==> config.mk <==
export PLATFORM = sky130hd
export DESIGN_NAME = alu_issue_stage
export DESIGN_NICKNAME = d
export VERILOG_FILES = /design/src/rtl/alu_pkg.sv /design/src/rtl/alu_ctrl_decode.sv /design/src/rtl/alu_issue_stage.sv
export SDC_FILE = /design/constraint.sdc
export NUM_CORES = 1
export LEC_CHECK = 0
export ABC_AREA = 1
export ABC_CLOCK_PERIOD_IN_PS = 1900
export BUFFER_PORTS_ARGS = -buffer_cell sky130_fd_sc_hd__clkbuf_2
export CAP_MARGIN = 5
export CELL_PAD_IN_SITES_DETAIL_PLACEMENT = 0
export CELL_PAD_IN_SITES_GLOBAL_PLACEMENT = 1
export CORE_UTILIZATION = 39
export DETAILED_ROUTE_END_ITERATION = 10
export PLACE_DENSITY_LB_ADDON = 0.1
export SLEW_MARGIN = 20
export SYNTH_ARGS = -nofsm -noshare
export SYNTH_HDL_FRONTEND = slang
export SYNTH_SLANG_ARGS = --single-unit
export TNS_END_PERCENT = 50
==> constraint.sdc <==
create_clock -name clk_in -period 1.9 [get_ports clk_in]
set_clock_uncertainty 0.1 [all_clocks]
set_input_delay 0.285 -clock clk_in [delete_from_list [all_inputs] [get_ports clk_in]]
set_output_delay 0.285 -clock clk_in [all_outputs]
set_load 0.05 [all_outputs]
==> src/rtl/alu_pkg.sv <==
// Shared ALU definitions: operation codes, MIPS32 opcode/funct constants and
// the decoded-instruction record that travels through the issue stage.
package alu_pkg;

    typedef enum logic [3:0] {
        ALU_ADD  = 4'b0000,
        ALU_ADDU = 4'b0001,
        ALU_SUB  = 4'b0010,
        ALU_SUBU = 4'b0011,
        ALU_AND  = 4'b0100,
        ALU_OR   = 4'b0101,
        ALU_XOR  = 4'b0110,
        ALU_NOR  = 4'b0111,
        ALU_SLT  = 4'b1010,
        ALU_SLTU = 4'b1011,
        ALU_LUI  = 4'b1111
    } alu_op_e;

    localparam logic [5:0] OPC_RTYPE = 6'h00;
    localparam logic [5:0] OPC_ADDI  = 6'h08;
    localparam logic [5:0] OPC_ADDIU = 6'h09;
    localparam logic [5:0] OPC_SLTI  = 6'h0A;
    localparam logic [5:0] OPC_SLTIU = 6'h0B;
    localparam logic [5:0] OPC_ANDI  = 6'h0C;
    localparam logic [5:0] OPC_ORI   = 6'h0D;
    localparam logic [5:0] OPC_XORI  = 6'h0E;
    localparam logic [5:0] OPC_LUI   = 6'h0F;

    localparam logic [5:0] FN_ADD  = 6'h20;
    localparam logic [5:0] FN_ADDU = 6'h21;
    localparam logic [5:0] FN_SUB  = 6'h22;
    localparam logic [5:0] FN_SUBU = 6'h23;
    localparam logic [5:0] FN_AND  = 6'h24;
    localparam logic [5:0] FN_OR   = 6'h25;
    localparam logic [5:0] FN_XOR  = 6'h26;
    localparam logic [5:0] FN_NOR  = 6'h27;
    localparam logic [5:0] FN_SLT  = 6'h2A;
    localparam logic [5:0] FN_SLTU = 6'h2B;

    typedef struct packed {
        logic [31:0] a;
        logic [31:0] b;
        alu_op_e     aluop;
        logic [4:0]  wr_reg;
        logic        wr_en;
        logic        illegal;
    } issue_t;

endpackage

==> src/rtl/alu_ctrl_decode.sv <==
// Combinational MIPS32 ALU-instruction decoder: selects operands, ALU op and
// destination register, and flags anything it does not support.
module alu_ctrl_decode
    import alu_pkg::*;
(
    input  logic [31:0] instr_in,
    input  logic [31:0] rs_data_in,
    input  logic [31:0] rt_data_in,
    output logic [31:0] a_out,
    output logic [31:0] b_out,
    output logic [3:0]  aluop_out,
    output logic [4:0]  wr_reg_out,
    output logic        wr_en_out,
    output logic        illegal_out
);

    logic [5:0]  opcode;
    logic [5:0]  funct;
    logic [4:0]  rt;
    logic [4:0]  rd;
    logic [31:0] imm_sext;
    logic [31:0] imm_zext;
    alu_op_e     op;
    logic [4:0]  dst;
    logic        ill;
    logic        unused_fields;

    assign opcode   = instr_in[31:26];
    assign rt       = instr_in[20:16];
    assign rd       = instr_in[15:11];
    assign funct    = instr_in[5:0];
    assign imm_sext = {{16{instr_in[15]}}, instr_in[15:0]};
    assign imm_zext = {16'h0000, instr_in[15:0]};
    // rs index is resolved by the register file; shamt is unused by these ops
    assign unused_fields = ^{instr_in[25:21], instr_in[10:6]};

    always_comb begin
        op  = ALU_ADD;
        dst = rt;
        ill = 1'b0;
        b_out = rt_data_in;
        case (opcode)
            OPC_RTYPE: begin
                dst = rd;
                case (funct)
                    FN_ADD:  op = ALU_ADD;
                    FN_ADDU: op = ALU_ADDU;
                    FN_SUB:  op = ALU_SUB;
                    FN_SUBU: op = ALU_SUBU;
                    FN_AND:  op = ALU_AND;
                    FN_OR:   op = ALU_OR;
                    FN_XOR:  op = ALU_XOR;
                    FN_NOR:  op = ALU_NOR;
                    FN_SLT:  op = ALU_SLT;
                    FN_SLTU: op = ALU_SLTU;
                    default: ill = 1'b1;
                endcase
            end
            OPC_ADDI:  begin op = ALU_ADD;  b_out = imm_sext; end
            OPC_ADDIU: begin op = ALU_ADDU; b_out = imm_sext; end
            OPC_SLTI:  begin op = ALU_SLT;  b_out = imm_sext; end
            OPC_SLTIU: begin op = ALU_SLTU; b_out = imm_sext; end
            OPC_ANDI:  begin op = ALU_AND;  b_out = imm_zext; end
            OPC_ORI:   begin op = ALU_OR;   b_out = imm_zext; end
            OPC_XORI:  begin op = ALU_XOR;  b_out = imm_zext; end
            OPC_LUI:   begin op = ALU_LUI;  b_out = imm_zext; end
            default:   ill = 1'b1;
        endcase
        // Unsupported words still flow downstream but must never write back
        if (ill) begin
            op  = ALU_ADD;
            dst = 5'd0;
        end
    end

    assign a_out       = rs_data_in;
    assign aluop_out   = op;
    assign wr_reg_out  = dst;
    assign wr_en_out   = !ill && (dst != 5'd0);
    assign illegal_out = ill;

endmodule

==> src/rtl/alu_issue_stage.sv <==
// ALU issue stage: decodes one instruction per cycle into a two-entry skid
// buffer (main + skid) with a registered upstream ready.
module alu_issue_stage
    import alu_pkg::*;
(
    input  logic        clk_in,
    input  logic        rstn_in,
    input  logic [31:0] instr_in,
    input  logic [31:0] rs_data_in,
    input  logic [31:0] rt_data_in,
    input  logic        valid_in,
    output logic        ready_out,
    input  logic        flush_in,
    output logic [31:0] A_out,
    output logic [31:0] B_out,
    output logic [3:0]  aluop_out,
    output logic [4:0]  wr_reg_out,
    output logic        wr_en_out,
    output logic        illegal_out,
    output logic        valid_out,
    input  logic        ready_in
);

    issue_t     dec;
    logic [3:0] dec_aluop;

    alu_ctrl_decode u_decode (
        .instr_in   (instr_in),
        .rs_data_in (rs_data_in),
        .rt_data_in (rt_data_in),
        .a_out      (dec.a),
        .b_out      (dec.b),
        .aluop_out  (dec_aluop),
        .wr_reg_out (dec.wr_reg),
        .wr_en_out  (dec.wr_en),
        .illegal_out(dec.illegal)
    );
    assign dec.aluop = alu_op_e'(dec_aluop);

    issue_t main_q, main_d, skid_q, skid_d;
    logic   main_vld_q, main_vld_d, skid_vld_q, skid_vld_d, rdy_q, rdy_d;
    logic   in_xfer, out_xfer;

    assign in_xfer  = valid_in && rdy_q;
    assign out_xfer = main_vld_q && ready_in;

    always_comb begin
        main_d     = main_q;
        main_vld_d = main_vld_q;
        skid_d     = skid_q;
        skid_vld_d = skid_vld_q;
        if (flush_in) begin
            main_vld_d = 1'b0;
            skid_vld_d = 1'b0;
        end else if (out_xfer) begin
            if (skid_vld_q) begin
                main_d     = skid_q;
                skid_vld_d = 1'b0;
            end else if (in_xfer) begin
                main_d = dec;
            end else begin
                main_vld_d = 1'b0;
            end
        end else if (in_xfer) begin
            // Main stalled: park the new entry in the skid slot
            if (main_vld_q) begin
                skid_d     = dec;
                skid_vld_d = 1'b1;
            end else begin
                main_d     = dec;
                main_vld_d = 1'b1;
            end
        end
        rdy_d = !skid_vld_d;
    end

    always_ff @(posedge clk_in or negedge rstn_in) begin
        if (!rstn_in) begin
            main_q     <= '0;
            skid_q     <= '0;
            main_vld_q <= 1'b0;
            skid_vld_q <= 1'b0;
            rdy_q      <= 1'b0;
        end else begin
            main_q     <= main_d;
            skid_q     <= skid_d;
            main_vld_q <= main_vld_d;
            skid_vld_q <= skid_vld_d;
            rdy_q      <= rdy_d;
        end
    end

    assign ready_out   = rdy_q;
    assign valid_out   = main_vld_q;
    assign A_out       = main_q.a;
    assign B_out       = main_q.b;
    assign aluop_out   = main_q.aluop;
    assign wr_reg_out  = main_q.wr_reg;
    assign wr_en_out   = main_q.wr_en;
    assign illegal_out = main_q.illegal;

endmodule

==> flow_summary.rst, run 1 <==
.. list-table::
   :header-rows: 1

   * - Metric
     - Value
   * - Worst Setup Slack, final
     - 0.257 ns
   * - Share of synthesized flip-flops with an asynchronous set or reset
     - 100%
   * - Relative max-transition margin
     - approximately two thirds
   * - DRT iter0 DRCs
     - 310
   * - Final-report max-slew violation count
     - 0
   * - Aggregate routed wire length
     - about 19,000 um
   * - Dominant register cell in the synthesized netlist
     - sky130_fd_sc_hd__dfrtp_1
   * - Sequential element share of the synthesized area
     - 54.1%
   * - Final total negative setup slack
     - 0 ns
   * - Average detailed-routed wire length per instance
     - around 14 um
   * - Cell Chain, Critical Path
     - dlygate4sd3_1 -> clkbuf_2 -> a21oi_1 -> nand2_2 -> clkinv_2 -> buf_12 -> nor2_1 -> a31oi_1
   * - Final setup viols
     - 0
   * - Syn. warnings
     - 0
   * - Routability congestion estimate
     - 0.769
   * - Maximum net fanout on the critical path
     - 68
   * - Number of filler cells placed in the layout
     - around 1.7k
   * - Clock period minus worst slack
     - 1.64 ns
   * - CTS root buffer
     - sky130_fd_sc_hd__clkbuf_16
   * - Pin count of the biggest net entering global routing
     - 69
   * - Global routing usage summed across all routing layers
     - 21.2%
   * - Height of the die
     - 137 um
   * - Utilization of the core after routing
     - a little over half
   * - Most instantiated library cell after synthesis
     - sky130_fd_sc_hd__nand2_1
   * - Share of the clock period used by the worst path after layout
     - 86.5%
   * - Commonest cells post-synth
     - sky130_fd_sc_hd__nand2_1 (358), sky130_fd_sc_hd__dfrtp_1 (153), sky130_fd_sc_hd__nor2_1 (68)
   * - Drt first pass iters
     - 5
   * - Largest area contributor in the synthesized netlist
     - sky130_fd_sc_hd__dfrtp_1
   * - Area of the mapped netlist
     - 7070 um2
   * - CTS tree
     - built
   * - Path type of the worst min-delay path
     - primary input to flop
   * - Final hold viol count
     - 0
   * - Diode count
     - 0
   * - Horizontal extent of the die
     - 137 um
   * - Clock sink count
     - 153
   * - Top-Level Pins
     - between 150 and 200
   * - Clock-pin slew on the worst setup and hold paths
     - around 0.070 ns
   * - Final instance count without filler cells
     - 1,298
   * - Vias/cell
     - 4.79
   * - Critical path's largest stage delay
     - 0.53 ns
   * - Data required time at the worst endpoint
     - 2.14 ns
   * - Static power due to leakage
     - ~4.8 nW
   * - Starting density of the core
     - 40.5%
   * - Quantity of gates resized following cts
     - 0
   * - Via count of the routed design
     - 6,212
   * - Standard-cell rows
     - 48
   * - Multi-input gate area in the final layout
     - 2810 um2
   * - Flop and latch count out of synthesis
     - roughly 150
   * - H-tree levels
     - 4
   * - Clock buffer count from CTS
     - 17
   * - Total of max-cap violations
     - 0
   * - DRC violation count after routing
     - 0
   * - Worst path slowest cell
     - sky130_fd_sc_hd__dlygate4sd3_1
   * - Setup repair after global routing missed its margin
     - no
   * - Net count after synthesis
     - 972
   * - Placed cell count
     - 1,234
   * - Slew at the pin closest to its max-slew limit
     - approximately 0.47 ns
   * - Yosys cell types
     - 29
   * - Arrival time at the worst endpoint
     - 1.88 ns
   * - Number of port buffers
     - 172
   * - Post-Synthesis Mean Instance Area
     - 8.12 um2
   * - Count of mapped cells out of synthesis
     - 871
   * - Max Clock Freq
     - 609 MHz
   * - Crit path kind
     - primary input to flop
   * - Category of the worst setup path launch point
     - primary input
   * - Worst slack after detailed placement
     - 0.306 ns
   * - Vias in the first global route
     - 5,914
   * - Sequential standard cell area
     - about 3800 um2
   * - Number of synthesized flops with an enable pin
     - 0
   * - Skew-Pair Late Insertion Delay
     - 0.42 ns
   * - Total power per unit cell area
     - 1160 nW/um2
   * - Global-route wire length before repair
     - roughly 30,000 um
   * - Layout overhead on the synthesized area
     - 28.7%
   * - Run status
     - finished, final reports clean
   * - Share of cells above drive strength 1
     - 23.5%
   * - Sum of overflow across all layers after global routing
     - 0
   * - Share of the synthesized area in the top cell type
     - between 50% and 60%
   * - Total core area
     - 17,500 um2
   * - Antenna violations before repair
     - 1
   * - Buffer depth of the longest clock path
     - 2
   * - Die area
     - 18,700 um2
   * - Largest cells by area after synthesis
     - sky130_fd_sc_hd__dfrtp_1 (54%), sky130_fd_sc_hd__nand2_1 (19%), sky130_fd_sc_hd__a21oi_1 (4.3%)
   * - Remaining antenna violation count
     - 0
   * - Max VDD drop
     - around 0.74 mV
   * - Number of nets in the layout
     - around 1.2k
   * - Category of the worst setup path capture point
     - flop
   * - Total half-perimeter wirelength after legalization and detailed placement
     - 11,900 um
-- metrics by stage --
stage          hold slack, ns  total power [mW]  instance area, um2
6_report               0.0110              10.5                9100
5_1_grt               0.00709              11.1                9100
4_1_cts             0.0000580              10.6                9100
3_5_place_dp           0.0812              7.18                8210
3_3_place_gp           0.0843              7.15                8210
2_1_floorplan          -0.111              6.37                7070
-- cells by family after synthesis --
kind of cell	synth area share [%]
AOI/OAI and AO/OA	13.7
buffers and inverters	6.21
DFF	54.1
and+or+nand+nor	25.9
-- state kept, by name (all words and copies together) (netlist names) --
| register | count |
|---|---|
| skid_q | 75 |
| B_out | 32 |
| A_out | 32 |
| wr_en_out | 1 |
| skid_vld_q | 1 |
| illegal_out | 1 |
| aluop_out | 4 |
| valid_out | 1 |
| ready_out | 1 |
| wr_reg_out | 5 |
-- final cells by class --
type                            instances  share of cell area [%]
Clock buffer                           18                    4.82
Clock inverter                         14                    1.51
Inverter                               39                    1.62
Multi-Input combinational cell        627                    30.8
Sequential cell                       153                    42.1
Tap cell                              225                    3.09
Timing Repair Buffer                  222                    16.0
-- routing by layer --
| metal | GRT usage, % | vias up | part of all wire [%] |
|---|---|---|---|
| li1 | - | 3171 | - |
| met1 | 29.2 | 2893 | 48 |
| met2 | 33.4 | 138 | 46 |
| met3 | 5.44 | 10 | 5.6 |
| met4 | 5.00 | 0 | 0.70 |
| met5 | 0 | - | 0 |
-- worst paths after layout --
path,end,startpoint,depth (start not counted),slack [ns]
min in group asynchronous,B_out[16]$_DFFE_PN0P_,rstn_in,2,0.19
worst min-delay path,skid_q[55]$_DFFE_PN0P_,rs_data_in[12],3,0.01
worst max-delay path,skid_q[25]$_DFFE_PN0P_,flush_in,8,0.26
worst max register to register,skid_q[25]$_DFFE_PN0P_,valid_out$_DFFE_PN0P_,6,0.33
worst min register to register,skid_q[51]$_DFFE_PN0P_,skid_q[51]$_DFFE_PN0P_,2,0.38
max in group asynchronous,aluop_out[3]$_DFFE_PN0P_,rstn_in,3,0.85
-- report_power, final --
| group | switching, mW | internal (mW) | leakage, nW |
|---|---|---|---|
| Sequential | 0.357 | 3.98 | 1.84 |
| Clock | 1.50 | 1.87 | 0.272 |
| Combinational | 2.03 | 0.788 | 2.66 |
-- critical path: cells and delay by family --
kind	cells	cell delay [ns]
buffers and inverters	4	1.02
AO/OA/AOI/OAI	2	0.35
AND/OR/NAND/NOR	2	0.19
-- what timing repair did --
item                      4_1_cts  5_1_grt
hold buffers                   32        0
hold endpoints to repair      163        0
setup buffers                   0        0
-- cell usage in the layout, fill, tap and decap left out, types with 3 or more instances in the layout --
master,count
sky130_fd_sc_hd__dfrtp_1,153
sky130_fd_sc_hd__clkbuf_2,171
sky130_fd_sc_hd__a31oi_1,41
sky130_fd_sc_hd__nand2_4,4
sky130_fd_sc_hd__nand2_2,6
sky130_fd_sc_hd__clkbuf_16,17
sky130_fd_sc_hd__o21a_1,4
sky130_fd_sc_hd__inv_1,33
sky130_fd_sc_hd__dlygate4sd3_1,32
sky130_fd_sc_hd__nand2_1,356
sky130_fd_sc_hd__a21oi_1,61
sky130_fd_sc_hd__nand3_1,3
sky130_fd_sc_hd__nor2_4,4
sky130_fd_sc_hd__clkinvlp_4,4
sky130_fd_sc_hd__nor2_1,68
sky130_fd_sc_hd__o21ai_0,38
sky130_fd_sc_hd__inv_2,5
sky130_fd_sc_hd__buf_12,11
sky130_fd_sc_hd__buf_4,7
sky130_fd_sc_hd__o21ai_1,28
sky130_fd_sc_hd__inv_6,5
Power figures use the tool's default switching activity.
==> run 2, diff against run 1 <==
Settings changed: PLACE_DENSITY_LB_ADDON 0.1 to 0.12.
==> flow_summary.rst, run 2 (synthesized netlist as in run 1, its figures left out) <==
.. list-table::
   :header-rows: 1

   * - Metric
     - Value
   * - Share of cells above drive strength 1
     - 23.3% (was 23.5%)
   * - Flip-flop count of the largest register, all copies and words added
     - 75 (unchanged)
   * - Standard-cell rows
     - 48 (unchanged)
   * - Antenna violations before repair
     - 1 (unchanged)
   * - Vias in the first global route
     - 6,054 (was 5,914)
   * - Clock sink count
     - 153 (unchanged)
   * - Diode count
     - 0 (unchanged)
   * - Critical path's largest stage delay
     - 0.53 ns (about the same)
   * - Crit path kind
     - primary input to flop (unchanged)
   * - Clock period minus worst slack
     - 1.60 ns (was 1.64 ns)
   * - Global routing usage summed across all routing layers
     - 21.1% (was 21.2%)
   * - Highest-count cells in the layout ignoring fill and taps
     - sky130_fd_sc_hd__nand2_1 (356), sky130_fd_sc_hd__clkbuf_2 (171), sky130_fd_sc_hd__dfrtp_1 (153), sky130_fd_sc_hd__nor2_1 (68), sky130_fd_sc_hd__a21oi_1 (61) (unchanged)
   * - Buffer depth of the longest clock path
     - 2 (unchanged)
   * - Total half-perimeter wirelength after legalization and detailed placement
     - 11,700 um (was 11,900 um)
   * - Via count of the routed design
     - 6,164 (was 6,212)
   * - H-tree levels
     - 4 (unchanged)
   * - Data required time at the worst endpoint
     - 2.14 ns (about the same)
   * - Register containing the most flip-flops in the final layout
     - skid_q (unchanged)
   * - Worst path slowest cell
     - sky130_fd_sc_hd__dlygate4sd3_1 (unchanged)
   * - DP Area
     - 8210 um2 (unchanged)
   * - Relative max-transition margin
     - 68.9% (was 68.4%)
   * - Quantity of gates resized following cts
     - 0 (unchanged)
   * - Vias/cell
     - 4.75 (was 4.79)
   * - DRT iter0 DRCs
     - 284 (was 310)
   * - Slew at the pin closest to its max-slew limit
     - 0.466 ns (was 0.468 ns)
   * - Die area
     - 18,700 um2 (unchanged)
   * - Static power due to leakage
     - 4.81 nW (was 4.77 nW)
   * - Cell family with most CP delay
     - buffers and inverters (unchanged)
   * - Average detailed-routed wire length per instance
     - 14.0 um (was 14.3 um)
   * - Max Clock Freq
     - 626 MHz (was 609 MHz)
   * - Bufs and invs on worst path
     - 4 (unchanged)
   * - Category of the worst setup path launch point
     - primary input (unchanged)
   * - Arrival time at the worst endpoint
     - 1.84 ns (was 1.88 ns)
   * - Pin count of the biggest net entering global routing
     - 66 (was 69)
   * - Worst Setup Slack, final
     - 0.303 ns (was 0.257 ns)
   * - Clock buffer count from CTS
     - 17 (unchanged)
   * - Remaining antenna violation count
     - 0 (unchanged)
   * - Cell Chain, Critical Path
     - dlygate4sd3_1 -> clkbuf_2 -> a21oi_1 -> nand2_2 -> clkinv_2 -> buf_12 -> nor2_1 -> a31oi_1 (unchanged)
   * - Setup fix buffers added after clock tree synthesis
     - 0 (unchanged)
   * - Register-to-Register Setup Slack
     - 0.35 ns (was 0.33 ns)
   * - Worst slack after detailed placement
     - 0.254 ns (was 0.306 ns)
   * - Number of nets in the layout
     - 1,162 (was 1,161)
   * - Total power per unit cell area
     - 1170 nW/um2 (was 1160 nW/um2)
   * - CTS root buffer
     - sky130_fd_sc_hd__clkbuf_16 (unchanged)
   * - Category of the worst setup path capture point
     - flop (unchanged)
   * - Total core area
     - 17,500 um2 (unchanged)
   * - Final design instance area without fill
     - 9150 um2 (was 9100 um2)
   * - Total of max-cap violations
     - 0 (unchanged)
   * - Maximum net fanout on the critical path
     - 49 (was 68)
   * - Horizontal extent of the die
     - 137 um (unchanged)
   * - Setup repair after global routing missed its margin
     - no (unchanged)
   * - Starting density of the core
     - 40.5% (unchanged)
   * - CTS tree
     - built (unchanged)
   * - Share of the clock period used by the worst path after layout
     - 84.1% (was 86.5%)
   * - Top-Level Pins
     - 178 (unchanged)
   * - Commonest non-fill, non-tap cell in the layout
     - sky130_fd_sc_hd__nand2_1 (unchanged)
   * - Run status
     - finished, final reports clean (unchanged)
   * - Number of port buffers
     - 172 (unchanged)
   * - Layout overhead on the synthesized area
     - 29.4% (was 28.7%)
   * - Height of the die
     - 137 um (unchanged)
   * - Clock-pin slew on the worst setup and hold paths
     - 0.06 ns (was 0.07 ns)
   * - DRC violation count after routing
     - 0 (unchanged)
   * - Final hold viol count
     - 0 (unchanged)
   * - Path type of the worst min-delay path
     - primary input to flop (unchanged)
   * - Number of filler cells placed in the layout
     - 1,718 (was 1,736)
   * - Utilization of the core after routing
     - 52.4% (was 52.1%)
   * - Drt first pass iters
     - 5 (unchanged)
   * - Aggregate routed wire length
     - 18,200 um (was 18,600 um)
   * - Sum of overflow across all layers after global routing
     - 0 (unchanged)
   * - Skew-Pair Late Insertion Delay
     - 0.42 ns (about the same)
   * - Final-report max-slew violation count
     - 0 (unchanged)
   * - Final total negative setup slack
     - 0 ns (unchanged)
   * - Final setup viols
     - 0 (unchanged)
   * - Routability congestion estimate
     - 0.800 (was 0.769)
   * - Global-route wire length before repair
     - 30,300 um (about the same)
   * - Fin Hold WS
     - 0.0124 ns (was 0.0110 ns)
   * - Max VDD drop
     - 0.670 mV (was 0.743 mV)
   * - Hold buffer count at cts
     - 33 (was 32)
==> run 2: power by group <==
| part | switching (mW) | internal, mW | total (mW) |
|---|---|---|---|
| registers | 0.355 | 3.98 | 4.34 |
| clock network | 1.34 | 2.18 | 3.52 |
| logic | 2.03 | 0.789 | 2.82 |
==> run 2: per-layer routing <==
layer  vias up  wire [um]  track usage (%)
met5         -          0                0
met4         0        141             5.49
met3         9       1140             6.07
met2       142       8280             33.3
met1      2835       8620             28.3
li1       3178          -                -
==> run 2: tightest hold or removal path: cells and delay by family <==
family / cells / cell delay [ns]
buf+inv: 1 / 0.10
simple gates: 2 / 0.11
==> run 2: area by class of cell <==
class / instances / area, um2 / share of cell area, %
Tap cell: 225 / 282 / 3.08
Clock inverter: 10 / 140 / 1.53
Multi-Input combinational cell: 627 / 2810 / 30.7
Clock buffer: 22 / 474 / 5.18
Inverter: 39 / 148 / 1.61
Timing Repair Buffer: 223 / 1470 / 16.1
Sequential cell: 153 / 3830 / 41.8
==> run 2: through the flow <==
stage | power [mW] | std cells
after floorplan | 6.37 | 871
after global placement | 7.15 | 1234
after detailed placement | 7.19 | 1234
after CTS | 10.8 | 1299
after global routing | 11.3 | 1299
final | 10.7 | 1299
==> run 2: worst paths after layout <==
| kind | start | to | cells after the start |
|---|---|---|---|
| setup reg to reg | valid_out$_DFFE_PN0P_ | A_out[15]$_DFFE_PN0P_ | 5 |
| max in group asynchronous | rstn_in | ready_out$_DFF_PN0_ | 3 |
| hold reg to reg | skid_q[70]$_DFFE_PN0P_ | skid_q[70]$_DFFE_PN0P_ | 2 |
| setup / recovery | flush_in | skid_q[18]$_DFFE_PN0P_ | 8 |
| min in group asynchronous | rstn_in | B_out[16]$_DFFE_PN0P_ | 2 |
| hold / removal | rs_data_in[13] | skid_q[56]$_DFFE_PN0P_ | 3 |
==> run 3, diff against run 2 <==
Settings changed: ABC_CLOCK_PERIOD_IN_PS 1900 to 1600.
Clock period 1.9 ns to 1.6 ns, I/O delays scaled along.
==> flow_summary.rst, run 3 (synthesized netlist as in run 1, its figures left out) <==
.. list-table::
   :header-rows: 1

   * - Metric
     - Value
   * - Run status
     - finished, final reports clean (unchanged)
   * - Utilization of the core after routing
     - 54.8% (was 52.4%)
   * - Die area
     - 18,700 um2 (unchanged)
   * - Category of the worst setup path capture point
     - flop (unchanged)
   * - Total half-perimeter wirelength after legalization and detailed placement
     - 12,300 um (was 11,700 um)
   * - Number of nets in the layout
     - 1,195 (was 1,162)
   * - Final instance count without filler cells
     - 1,332 (was 1,299)
   * - Worst reg2reg startpoint
     - valid_out$_DFFE_PN0P_ (unchanged)
   * - Critical path startpoint
     - valid_out$_DFFE_PN0P_ (was flush_in)
   * - CTS root buffer
     - sky130_fd_sc_hd__clkbuf_16 (unchanged)
   * - Max Clock Freq
     - 651 MHz
   * - Worst hold path startpoint
     - instr_in[11] (was rs_data_in[13])
   * - Drt first pass iters
     - 5 (unchanged)
   * - Data required time at the worst endpoint
     - 1.86 ns (was 2.14 ns)
   * - Category of the worst setup path launch point
     - flop (was primary input)
   * - Register containing the most flip-flops in the final layout
     - skid_q (unchanged)
   * - Remaining antenna violation count
     - 0 (unchanged)
   * - Average detailed-routed wire length per instance
     - 14.8 um (was 14.0 um)
   * - Height of the die
     - 137 um (unchanged)
   * - Max VDD drop
     - 0.763 mV (was 0.670 mV)
   * - Relative max-transition margin
     - 75.5% (was 68.9%)
   * - Diode count
     - 0 (unchanged)
   * - Starting density of the core
     - 40.5% (unchanged)
   * - Antenna violations before repair
     - 0 (was 1)
   * - Final total negative setup slack
     - 0 ns (unchanged)
   * - Total of max-cap violations
     - 0 (unchanged)
   * - Skew-Pair Late Insertion Delay
     - 0.42 ns (about the same)
   * - H-tree levels
     - 4 (unchanged)
   * - Setup repair after global routing missed its margin
     - yes (was no)
   * - Critical path's largest stage delay
     - 0.42 ns (was 0.53 ns)
   * - Final design instance area without fill
     - 9580 um2 (was 9150 um2)
   * - Highest-count cells in the layout ignoring fill and taps
     - sky130_fd_sc_hd__nand2_1 (354), sky130_fd_sc_hd__clkbuf_2 (171), sky130_fd_sc_hd__dfrtp_1 (151), sky130_fd_sc_hd__nor2_1 (65), sky130_fd_sc_hd__a21oi_1 (57) (was sky130_fd_sc_hd__nand2_1 (356), sky130_fd_sc_hd__clkbuf_2 (171), sky130_fd_sc_hd__dfrtp_1 (153), sky130_fd_sc_hd__nor2_1 (68), sky130_fd_sc_hd__a21oi_1 (61))
   * - Commonest non-fill, non-tap cell in the layout
     - sky130_fd_sc_hd__nand2_1 (unchanged)
   * - Clock sink count
     - 153 (unchanged)
   * - Via count of the routed design
     - 6,371 (was 6,164)
   * - Path type of the worst min-delay path
     - primary input to flop (unchanged)
   * - Sum of overflow across all layers after global routing
     - 0 (unchanged)
   * - Total power per unit cell area
     - 1320 nW/um2 (was 1170 nW/um2)
   * - DRT iter0 DRCs
     - 316 (was 284)
   * - Top-Level Pins
     - 178 (unchanged)
   * - Routability congestion estimate
     - 0.792 (was 0.800)
   * - Global routing usage summed across all routing layers
     - 21.1% (about the same)
   * - Vias/cell
     - 4.78 (was 4.75)
   * - Layout overhead on the synthesized area
     - 35.5% (was 29.4%)
   * - Final setup viols
     - 0 (unchanged)
   * - Crit path kind
     - flop to flop (was primary input to flop)
   * - Flip-flop count of the largest register, all copies and words added
     - 75 (unchanged)
   * - Final-report max-slew violation count
     - 0 (unchanged)
   * - DP Area
     - 8350 um2 (was 8210 um2)
   * - Maximum net fanout on the critical path
     - 20 (was 49)
   * - Number of port buffers
     - 172 (unchanged)
   * - Cell Chain, Critical Path
     - inv_4 -> o21ai_2 -> nand2_2 -> buf_12 -> buf_4 -> a21oi_1 -> o21ai_1 -> nand2_1 (was dlygate4sd3_1 -> clkbuf_2 -> a21oi_1 -> nand2_2 -> clkinv_2 -> buf_12 -> nor2_1 -> a31oi_1)
   * - Standard-cell rows
     - 48 (unchanged)
   * - Clock-pin slew on the worst setup and hold paths
     - 0.07 ns (was 0.06 ns)
   * - DRC violation count after routing
     - 0 (unchanged)
   * - Global-route wire length before repair
     - 30,200 um (was 30,300 um)
   * - Vias in the first global route
     - 5,973 (was 6,054)
   * - Slew at the pin closest to its max-slew limit
     - 0.368 ns (was 0.466 ns)
   * - Share of cells above drive strength 1
     - 25.2% (was 23.3%)
   * - Arrival time at the worst endpoint
     - 1.79 ns (was 1.84 ns)
   * - Pin count of the biggest net entering global routing
     - 54 (was 66)
   * - Placed cell count
     - 1,245 (was 1,234)
   * - Aggregate routed wire length
     - 19,700 um (was 18,200 um)
   * - Bufs and invs on worst path
     - 3 (was 4)
   * - Share of the clock period used by the worst path after layout
     - between 90% and 100%
   * - Clock period minus worst slack
     - 1.54 ns
   * - Worst path slowest cell
     - sky130_fd_sc_hd__dfrtp_2 (was sky130_fd_sc_hd__dlygate4sd3_1)
   * - Total core area
     - 17,500 um2 (unchanged)
   * - Buffer depth of the longest clock path
     - 2 (unchanged)
   * - Static power due to leakage
     - 4.98 nW (was 4.81 nW)
   * - Horizontal extent of the die
     - 137 um (unchanged)
   * - Final hold viol count
     - 0 (unchanged)
   * - Clock buffer count from CTS
     - 17 (unchanged)
   * - Cell family with most CP delay
     - flip-flops (was buffers and inverters)
   * - CTS tree
     - built (unchanged)
   * - Fin Hold WS
     - 0.0322 ns (was 0.0124 ns)
-- run 3: cell count changes in the layout (fill, tap and decap cells not counted), sizes merged --
| cell | before | now |
|---|---|---|
| clkbuf | 193 | 192 |
| clkinvlp | 0 | 3 |
| clkinv | 6 | 4 |
| inv | 40 | 45 |
| buf | 19 | 32 |
| bufinv | 3 | 1 |
| dlygate4sd3 | 33 | 50 |
-- run 3: stage by stage --
stage / worst slack, ns / power [mW]
after floorplan: 0.0296 / 7.56
after global placement: 0.0384 / 8.53
after detailed placement: 0.0315 / 8.57
after CTS: 0.0152 / 12.7
after global routing: -0.0632 / 13.3
final: 0.0628 / 12.6
-- run 3: layer usage --
metal  vias to the layer above  GRT usage [%]  wire [um]
li1                       3246              -          -
met1                      2932           29.5       9330
met2                       174           32.4       9010
met3                        19           4.59       1160
met4                         0           6.98        216
met5                         -              0          0
-- run 3: layout make-up --
cell class | count | area (um2)
clock buffers | 18 | 439
clock inverters | 14 | 135
fillers | 1683 | 7900
inverters | 39 | 156
multi-input cells | 627 | 2840
flip-flops and latches | 153 | 3830
well taps | 225 | 282
repair buffers | 256 | 1900
-- run 3: report_power, final --
group          switching, mW  total [mW]  leakage [nW]  internal [mW]
clock                   1.73        3.95         0.276           2.22
sequential             0.430        5.16          1.84           4.73
combinational           2.47        3.50          2.86           1.03
-- run 3: final timing paths --
kind / endpoint / slack, ns / cells after the start
worst max-delay path: B_out[22]$_DFFE_PN0P_ / 0.06 / 8
worst min-delay path: skid_q[22]$_DFFE_PN0P_ / 0.03 / 3
worst max register to register: B_out[22]$_DFFE_PN0P_ / 0.06 / 8
worst min register to register: skid_q[72]$_DFFE_PN0P_ / 0.38 / 2
max in group asynchronous: B_out[1]$_DFFE_PN0P_ / 0.68 / 3
min in group asynchronous: B_out[16]$_DFFE_PN0P_ / 0.18 / 2
-- run 3: worst min-delay path: cells and delay by family --
kind | cells | cell delay (ns)
AND/OR/NAND/NOR | 1 | 0.09
buffers and inverters | 1 | 0.10
AO/OA/AOI/OAI | 1 | 0.08
-- run 3: repair_timing --
action                                 CTS  global route
buffers inserted                         0             1
resized for setup                        0            20
hold buffers                            50             0
endpoints found under the hold margin  227             0
setup endpoints to repair                0            79
